File: src/rtl/pkt_fifo_ctrl_if.sv
// Beat stream between pipeline stages: payload, last-beat flag and keep/drop verdict.
interface pkt_fifo_ctrl_if #(
  parameter int DATA_W = 19
);
  logic [DATA_W-1:0] data;
  logic              eop;
  logic              drop;
  logic              valid;
  logic              ready;

  modport master (output data, eop, drop, valid, input ready);
  modport slave  (input data, eop, drop, valid, output ready);
endinterface

File: src/rtl/pkt_fifo_ctrl.sv
// Store-and-forward packet controller: commits kept packets into an external FIFO,
// rewinds its write pointer to erase dropped/oversize packets, and streams out whole packets.
module pkt_fifo_ctrl #(
  parameter int ADDR_WIDTH = 11,
  parameter int DATA_W     = 19,
  parameter int CNT_W      = 16
) (
  input  logic                  clk,
  input  logic                  reset,
  pkt_fifo_ctrl_if.slave        in_if,
  pkt_fifo_ctrl_if.master       out_if,
  output logic                  fifo_wen,
  output logic [DATA_W:0]       fifo_wdata,
  input  logic                  fifo_full,
  output logic                  fifo_wrst,
  output logic [ADDR_WIDTH:0]   fifo_rst_wptr,
  input  logic [ADDR_WIDTH:0]   fifo_wptr,
  output logic                  fifo_ren,
  input  logic [DATA_W:0]       fifo_rdata,
  output logic [ADDR_WIDTH:0]   pkt_count,
  output logic [CNT_W-1:0]      drop_count,
  output logic [CNT_W-1:0]      ovf_count
);

  typedef enum logic [1:0] {W_IDLE, W_PKT, W_DISCARD, W_REWIND} wstate_e;
  typedef enum logic [1:0] {R_IDLE, R_FETCH, R_VALID} rstate_e;

  wstate_e             wstate_q, wstate_d;
  rstate_e             rstate_q, rstate_d;
  logic [ADDR_WIDTH:0] start_ptr_q, start_ptr_d;
  logic [ADDR_WIDTH:0] pkt_count_q, pkt_count_d;
  logic [CNT_W-1:0]    drop_count_q, drop_count_d;
  logic [CNT_W-1:0]    ovf_count_q, ovf_count_d;
  logic                in_rdy, out_vld;
  logic                commit, drop_pkt, ovf_pkt, rd_eop;

  function automatic logic [CNT_W-1:0] sat_inc(input logic [CNT_W-1:0] v);
    return (&v) ? v : v + CNT_W'(1);
  endfunction

  // Write side: every beat lands in the FIFO; the verdict decides commit or rewind
  always_comb begin
    wstate_d    = wstate_q;
    start_ptr_d = start_ptr_q;
    in_rdy      = 1'b0;
    fifo_wen    = 1'b0;
    fifo_wrst   = 1'b0;
    commit      = 1'b0;
    drop_pkt    = 1'b0;
    ovf_pkt     = 1'b0;
    case (wstate_q)
      W_IDLE, W_PKT: begin
        // Full with nothing committed means this packet alone exceeds the FIFO
        if (wstate_q == W_PKT && fifo_full && pkt_count_q == '0) begin
          ovf_pkt  = 1'b1;
          wstate_d = W_DISCARD;
        end else begin
          in_rdy = !fifo_full && !reset;
          if (in_if.valid && in_rdy) begin
            fifo_wen = 1'b1;
            if (wstate_q == W_IDLE) begin
              start_ptr_d = fifo_wptr;
              wstate_d    = W_PKT;
            end
            if (in_if.eop) begin
              if (in_if.drop) begin
                drop_pkt = 1'b1;
                wstate_d = W_REWIND;
              end else begin
                commit   = 1'b1;
                wstate_d = W_IDLE;
              end
            end
          end
        end
      end
      W_DISCARD: begin
        in_rdy = !reset;
        if (in_if.valid && in_rdy && in_if.eop) wstate_d = W_REWIND;
      end
      W_REWIND: begin
        fifo_wrst = 1'b1;
        wstate_d  = W_IDLE;
      end
      default: wstate_d = W_IDLE;
    endcase
  end

  // Read side: a fetch bubble lets the registered FIFO output catch up with the pointer
  always_comb begin
    rstate_d = rstate_q;
    out_vld  = 1'b0;
    fifo_ren = 1'b0;
    rd_eop   = 1'b0;
    case (rstate_q)
      R_IDLE:  if (pkt_count_q != '0) rstate_d = R_FETCH;
      R_FETCH: rstate_d = R_VALID;
      R_VALID: begin
        out_vld = 1'b1;
        if (out_if.ready) begin
          fifo_ren = 1'b1;
          if (fifo_rdata[DATA_W]) begin
            rd_eop   = 1'b1;
            rstate_d = R_IDLE;
          end else begin
            rstate_d = R_FETCH;
          end
        end
      end
      default: rstate_d = R_IDLE;
    endcase
  end

  always_comb begin
    pkt_count_d = pkt_count_q;
    if (commit && !rd_eop)      pkt_count_d = pkt_count_q + (ADDR_WIDTH+1)'(1);
    else if (rd_eop && !commit) pkt_count_d = pkt_count_q - (ADDR_WIDTH+1)'(1);
    drop_count_d = drop_pkt ? sat_inc(drop_count_q) : drop_count_q;
    ovf_count_d  = ovf_pkt  ? sat_inc(ovf_count_q)  : ovf_count_q;
  end

  always_ff @(posedge clk) begin
    if (reset) begin
      wstate_q     <= W_IDLE;
      rstate_q     <= R_IDLE;
      start_ptr_q  <= '0;
      pkt_count_q  <= '0;
      drop_count_q <= '0;
      ovf_count_q  <= '0;
    end else begin
      wstate_q     <= wstate_d;
      rstate_q     <= rstate_d;
      start_ptr_q  <= start_ptr_d;
      pkt_count_q  <= pkt_count_d;
      drop_count_q <= drop_count_d;
      ovf_count_q  <= ovf_count_d;
    end
  end

  assign in_if.ready   = in_rdy;
  assign out_if.valid  = out_vld;
  assign out_if.data   = out_vld ? fifo_rdata[DATA_W-1:0] : '0;
  assign out_if.eop    = out_vld & fifo_rdata[DATA_W];
  assign out_if.drop   = 1'b0;
  assign fifo_wdata    = fifo_wen ? {in_if.eop, in_if.data} : '0;
  assign fifo_rst_wptr = fifo_wrst ? start_ptr_q : '0;
  assign pkt_count     = pkt_count_q;
  assign drop_count    = drop_count_q;
  assign ovf_count     = ovf_count_q;

endmodule

File: src/flat_wrapper.sv
// flat-port wrapper written by rule: the top's interface ports become plain ports
module pkt_fifo_ctrl_flat 
#(
  parameter int ADDR_WIDTH = 11,
  parameter int DATA_W     = 19,
  parameter int CNT_W      = 16
)
  (clk, reset, fifo_wen, fifo_wdata, fifo_full, fifo_wrst, fifo_rst_wptr, fifo_wptr, fifo_ren, fifo_rdata, pkt_count, drop_count, ovf_count, in_if_data, in_if_eop, in_if_drop, in_if_valid, in_if_ready, out_if_data, out_if_eop, out_if_drop, out_if_valid, out_if_ready);
  pkt_fifo_ctrl_if #(.DATA_W(DATA_W)) in_if_i ();
  pkt_fifo_ctrl_if #(.DATA_W(DATA_W)) out_if_i ();
  input  logic clk;
  input  logic reset;
  output logic fifo_wen;
  output logic [DATA_W:0] fifo_wdata;
  input  logic fifo_full;
  output logic fifo_wrst;
  output logic [ADDR_WIDTH:0] fifo_rst_wptr;
  input  logic [ADDR_WIDTH:0] fifo_wptr;
  output logic fifo_ren;
  input  logic [DATA_W:0] fifo_rdata;
  output logic [ADDR_WIDTH:0] pkt_count;
  output logic [CNT_W-1:0] drop_count;
  output logic [CNT_W-1:0] ovf_count;
  input wire logic [$bits(in_if_i.data)-1:0] in_if_data;
  input wire logic [$bits(in_if_i.eop)-1:0] in_if_eop;
  input wire logic [$bits(in_if_i.drop)-1:0] in_if_drop;
  input wire logic [$bits(in_if_i.valid)-1:0] in_if_valid;
  output wire logic [$bits(in_if_i.ready)-1:0] in_if_ready;
  output wire logic [$bits(out_if_i.data)-1:0] out_if_data;
  output wire logic [$bits(out_if_i.eop)-1:0] out_if_eop;
  output wire logic [$bits(out_if_i.drop)-1:0] out_if_drop;
  output wire logic [$bits(out_if_i.valid)-1:0] out_if_valid;
  input wire logic [$bits(out_if_i.ready)-1:0] out_if_ready;
  assign in_if_i.data = in_if_data;
  assign in_if_i.eop = in_if_eop;
  assign in_if_i.drop = in_if_drop;
  assign in_if_i.valid = in_if_valid;
  assign in_if_ready = in_if_i.ready;
  assign out_if_data = out_if_i.data;
  assign out_if_eop = out_if_i.eop;
  assign out_if_drop = out_if_i.drop;
  assign out_if_valid = out_if_i.valid;
  assign out_if_i.ready = out_if_ready;
  pkt_fifo_ctrl #(.ADDR_WIDTH(ADDR_WIDTH), .DATA_W(DATA_W), .CNT_W(CNT_W)) u_core (.clk(clk), .reset(reset), .in_if(in_if_i), .out_if(out_if_i), .fifo_wen(fifo_wen), .fifo_wdata(fifo_wdata), .fifo_full(fifo_full), .fifo_wrst(fifo_wrst), .fifo_rst_wptr(fifo_rst_wptr), .fifo_wptr(fifo_wptr), .fifo_ren(fifo_ren), .fifo_rdata(fifo_rdata), .pkt_count(pkt_count), .drop_count(drop_count), .ovf_count(ovf_count));
endmodule
File: config.mk
export PLATFORM = sky130hd
export DESIGN_NAME = pkt_fifo_ctrl_flat
export DESIGN_NICKNAME = d
export VERILOG_FILES = /design/src/rtl/pkt_fifo_ctrl_if.sv /design/src/rtl/pkt_fifo_ctrl.sv /design/src/flat_wrapper.sv
export SDC_FILE = /design/constraint.sdc
export NUM_CORES = 1
export LEC_CHECK = 0
export ABC_CLOCK_PERIOD_IN_PS = 7800
export BUFFER_PORTS_ARGS = -buffer_cell sky130_fd_sc_hd__buf_2
export CAP_MARGIN = 10
export CELL_PAD_IN_SITES_DETAIL_PLACEMENT = 1
export CELL_PAD_IN_SITES_GLOBAL_PLACEMENT = 1
export CORE_MARGIN = 3
export CORE_UTILIZATION = 36
export CTS_CLUSTER_SIZE = 30
export DETAILED_ROUTE_END_ITERATION = 10
export PLACE_DENSITY_LB_ADDON = 0.1
export RECOVER_POWER = 25
export SLEW_MARGIN = 0
export SYNTH_ARGS = -nofsm -noshare
export SYNTH_HDL_FRONTEND = slang
export SYNTH_SLANG_ARGS = --single-unit
File: constraint.sdc
create_clock -name clk -period 7.8 [get_ports clk]
set_input_delay 1.56 -clock clk [delete_from_list [all_inputs] [get_ports clk]]
set_output_delay 1.56 -clock clk [all_outputs]
set_load 0.03 [all_outputs]
After elaboration in Yosys (flattened, before gate mapping)
Index checks and enable logic that the tools add are counted.
W data, S select, Z words.

word-level totals
  logic and storage cells = 89
  output and inout bits = 102
  bits of input ports = 58
  register bits = 60

cells by class
  add/sub/neg operators = 4
  bitwise logic cells = 4
  equal/unequal tests = 10
  reductions and logical operators = 25
  muxes and demuxes = 40

operators with widths
  kind                     number
  $mux W12                 3
  $add A16 B1 Y16 const B  2
  $reduce_and A16 Y1       2
  $mux W1                  24
  $mux W20                 1
  $mux W19                 1
  $mux W2                  8
  $add A12 B1 Y12 const B  1
  $logic_not A12 Y1        1
  $pmux W2 S3              2
  $reduce_bool A12 Y1      1
  $sub A12 B1 Y12 const B  1
  $logic_and A1 B1 Y1      8
  $eq A2 B2 Y1 const B     3
  $reduce_and A2 Y1        3
  $eq A2 B1 Y1 const B     2
  $logic_not A1 Y1         4
  $logic_not A2 Y1         2
  $ne A2 B1 Y1 const B     2
  $ne A4 B2 Y1 const B     1
  $reduce_and A4 Y1        1
  $ne A3 B1 Y1 const B     1
  $not A1 Y1               3
  $reduce_and A3 Y1        1
  other kinds (5)          5

Longest topological paths before layout
  depth in word-level cells = 10
  mapped depth = 12
  depth with buffers taken out = 12

Worst setup path after synthesis
Ideal clock, no wire load.

  kind = input -> register
  start point = input port reset
  end point = register u_core.pkt_count_q[11], in the netlist u_core.pkt_count[11]
  data arrival time = 4.507 ns
  stages = 12
  library setup time = 0.123 ns
  path buffers = 0
  required time = 7.677 ns
  setup slack = 3.169 ns
  cell sequence = nor4b_4 -> and2_1 -> nor2b_1 -> ha_1 -> inv_1 -> ha_1 -> o211ai_1 -> o21ai_2 -> a31oi_1 -> or4_1 -> nand3_1 -> mux2_1

between the ends
  longest elaborated chain between the ends = 9
  elaborated cells on any way between the ends = 11
  those cells by class = 4 x mux; 7 x reduce/logical

RTL lines
  what                                 RTL line              RTL
  start, declared                      flat_wrapper.sv:12    input logic reset;
  $logic_not A1 Y1                     pkt_fifo_ctrl.sv:58   in_rdy = !fifo_full && !reset;
  $logic_and A1 B1 Y1                  pkt_fifo_ctrl.sv:58
  $logic_and A1 B1 Y1                  pkt_fifo_ctrl.sv:59   if (in_if.valid && in_rdy) begin
  $mux W1                              pkt_fifo_ctrl.sv:59
  $mux W1                              pkt_fifo_ctrl.sv:54   if (wstate_q == W_PKT && fifo_full && pkt_count_q == '0) begin
  $mux W1                              pkt_fifo_ctrl.sv:51   case (wstate_q)
  $logic_not A1 Y1                     pkt_fifo_ctrl.sv:117  else if (rd_eop && !commit) pkt_count_d = pkt_count_q - (ADDR_WIDTH+1)'(1);
  $logic_and A1 B1 Y1                  pkt_fifo_ctrl.sv:117
  $reduce_bool A2 Y1 (no source line)  n/a
  end signal, assigned                 pkt_fifo_ctrl.sv:134  pkt_count_q <= pkt_count_d;
  end, declared                        pkt_fifo_ctrl.sv:31   logic [ADDR_WIDTH:0] pkt_count_q, pkt_count_d;

Parallel ways exist; a longest one is shown, timed or not.
A chain may end at the register's enable or synchronous reset.

Worst setup path after layout
  start point = input port reset
  end point = output port in_if_ready

between the ends
  longest elaborated chain between the ends = 4

RTL lines
  what                  RTL line                                  RTL
  $logic_not A1 Y1 (*)  pkt_fifo_ctrl.sv:58, pkt_fifo_ctrl.sv:78
  $logic_and A1 B1 Y1   pkt_fifo_ctrl.sv:58
  $mux W1               pkt_fifo_ctrl.sv:54
  $pmux W1 S2 (*)       pkt_fifo_ctrl.sv:51
  end, declared         flat_wrapper.sv:28                        output wire logic [$bits(in_if_i.ready)-1:0] in_if_ready;

Mark *: on every way between the ends. The rest lies on a longest branch, timed or not.

==> run metrics <==
outcome complete, but fails checks; violated checks max-capacitance violations, max-slew violations; CTS Buf Count 9; GPL Wtd Cong ~0.82; io pins between 150 and 200; initial antenna violation count 0; commonest non-fill, non-tap cell in the layout buf_2; Post-synth EDFFs 0; clock network power share 30.3%; Synth Register Bits 60; Netlist cell types 52; Antenna Nets Post-Route 0; Syn Inst Count 424; Tmin final roughly 6 ns; clock sinks 60; vias per inst roughly 5; WL final 10.79 mm; CP max FO 67; setup TNS 0 ns; Reg power frac around two fifths; DRT iter0 DRCs 109; IO buf count between 150 and 200; clock skew 0.01471 ns; final-report max-slew violation count 68; GRT overflow 0; TritonCTS clock tree built; total number of yosys warnings 0; post-synthesis sequential area ratio 34.90%; Hold WC Path Type flip-flop to flip-flop; VDD IR max 80.55 uV; Root Buffer clkbuf_8; row count 35; final hold vios 0; final core utilization 47.86%; Slew headroom -94.07%; Gate power share 29.1%; P&R area growth vs syn 29.08%; worst slew pin tran 2.911 ns; Die X 103.8 um; Total Nets Final between 600 and 700; switching power 0.0003054 W; DIE HEIGHT 103.8 um; filler cell count roughly 1200; max cap viols 1; global-route usage over all layers 19.83%; Sw Share a little under two fifths; synthesized cell area 0.003442 mm^2; Ant. Diodes 0; Internal roughly 0.00053 W; Required @ worst endpoint 6.24 ns; first-pass GRT wire length 17.73 mm; die area 0.01077 mm^2; largest net degree at the start of global routing 68; f_max 169.4 MHz; Synth Flop Type dfxtp_1; Placed Instances 692; commonest cells after routing, fill and taps aside buf_2, dfxtp_1, and2_1, nor2_1, nand2_1; Setup CP Type input port to primary output; Static Leak 2.035 nW; vias in the first global route 3478; Pwr Total 0.0008311 W; async set or reset register ratio after synthesis 0%; PD cells around 190 mW/mm^2; drt wl/cell ~15 um; syn nets 496; Core ar. 0.009284 mm^2; Clock Pin Slew Worst Setup and Hold Paths 0.07 ns; Worst setup SP type input port; drt pass-1 iters 4; Non-Filler Instances 708; Post-DP HPWL between 8 and 9 mm; hold_buf cts 0; Post-CTS Setup Bufs 0; htree depth 3; post-cts resize count 0; Mean Syn Cell Area 8.118 um^2; final setup fails 0; RSZ-0062 raised after global routing no; Initial Utilization 37.08%; Max Buffers Root-to-Sink 2; residual DRC count 0; CP arrival roughly 4.3 ns; Final period util 75.68%; via count 3547; type of destination of the critical path primary output; clk_lat worst skew 0.34 ns; share of cells above drive strength 1 25.04%
==> routing by layer <==
| metal | part of all wire (%) | vias up | GRT usage [%] |
|---|---|---|---|
| met5 | 0 | - | 0 |
| met4 | 1.2 | 0 | 5.888 |
| met2 | 50 | 103 | 34.95 |
| met3 | 5.3 | 11 | 4.299 |
| met1 | 44 | 1676 | 24.23 |
| li1 | - | 1757 | - |
==> area by class of cell <==
cell class / count / area (um^2) / area share [%]
Multi-Input combinational cell: 336 / 2127 / 47.87
Sequential cell: 60 / 1201 / 27.03
Timing Repair Buffer: 159 / 748.2 / 16.84
Tap cell: 129 / 161.4 / 3.633
Clock buffer: 9 / 123.9 / 2.788
Clock inverter: 7 / 51.30 / 1.155
Inverter: 8 / 30.03 / 0.6759
==> worst max-delay path: stages <==
cell and delay, ns:
clkbuf_1 0.16, clkbuf_1 2.09, nor3_1 0.22, buf_2 0.31
==> cell families (layout without fill, tap and decap cells) <==
logic type / count (synthesis) / count (layout) / synth area share (%)
compound gates: 59 / 59 / 11.01
xor+xnor: 34 / 34 / 8.651
fa+ha+maj: 14 / 14 / 5.307
buf+inv: 28 / 183 / 3.308
flops: 60 / 60 / 34.90
mux: 4 / 4 / 1.200
other cells: 1 / 1 / 0.1089
simple gates: 224 / 224 / 35.51
==> state kept, by name (all words and copies together) (netlist names) <==
signal / cells
u_core.ovf_count: 16
u_core.rstate_q: 2
u_core.start_ptr_q: 12
u_core.pkt_count: 12
u_core.drop_count: 16
u_core.wstate_q: 2
==> metrics by stage <==
step / hold slack [ns] / setup slack [ns] / cell area (um^2)
final: 0.4576 / 1.897 / 4443
after global routing: 0.4808 / 1.496 / 4443
after CTS: 0.4566 / 2.671 / 4493
after detailed placement: 0.4462 / 2.316 / 4318
after global placement: 0.4392 / 2.546 / 4318
after floorplan: 0.4321 / 3.169 / 3442
==> power groups by stage <==
stage          clock network (W)  logic, W  registers [W]
2_1_floorplan                  0  0.000166       0.000350
3_3_place_gp                   0  0.000238       0.000343
3_5_place_dp                   0  0.000246       0.000344
4_1_cts                 0.000263  0.000247       0.000337
5_1_grt                 0.000275  0.000266       0.000340
6_report                0.000252  0.000242       0.000337
==> synth_stat cells, types with 9 or more instances <==
master	number	area share, %
xnor2_1	12	3.1
nor2_1	45	4.9
ha_1	13	4.7
nor2b_1	9	1.6
and3_1	18	3.3
dfxtp_1	60	35
nor3_1	9	1.3
nand4_1	9	1.6
nand3_1	18	2.6
clkbuf_1	14	1.5
xor2_1	22	5.6
and2_1	47	8.5
a21oi_1	27	3.9
nand2_1	44	4.8
==> path summary, 6_finish.rpt <==
path                            slack, ns                                  end                                 from  cells after the start
worst max-delay path                 1.90                          in_if_ready                                reset                      4
worst min register to register       0.46  u_core.start_ptr_q[11]$_SDFFE_PP0P_  u_core.start_ptr_q[11]$_SDFFE_PP0P_                      2
worst max register to register       3.49    u_core.pkt_count[10]$_SDFFE_PP0P_      u_core.wstate_q[1]$_SDFFE_PP0P_                     12
worst min-delay path                 0.46  u_core.start_ptr_q[11]$_SDFFE_PP0P_  u_core.start_ptr_q[11]$_SDFFE_PP0P_                      2
(Power assumes the default switching activity.)
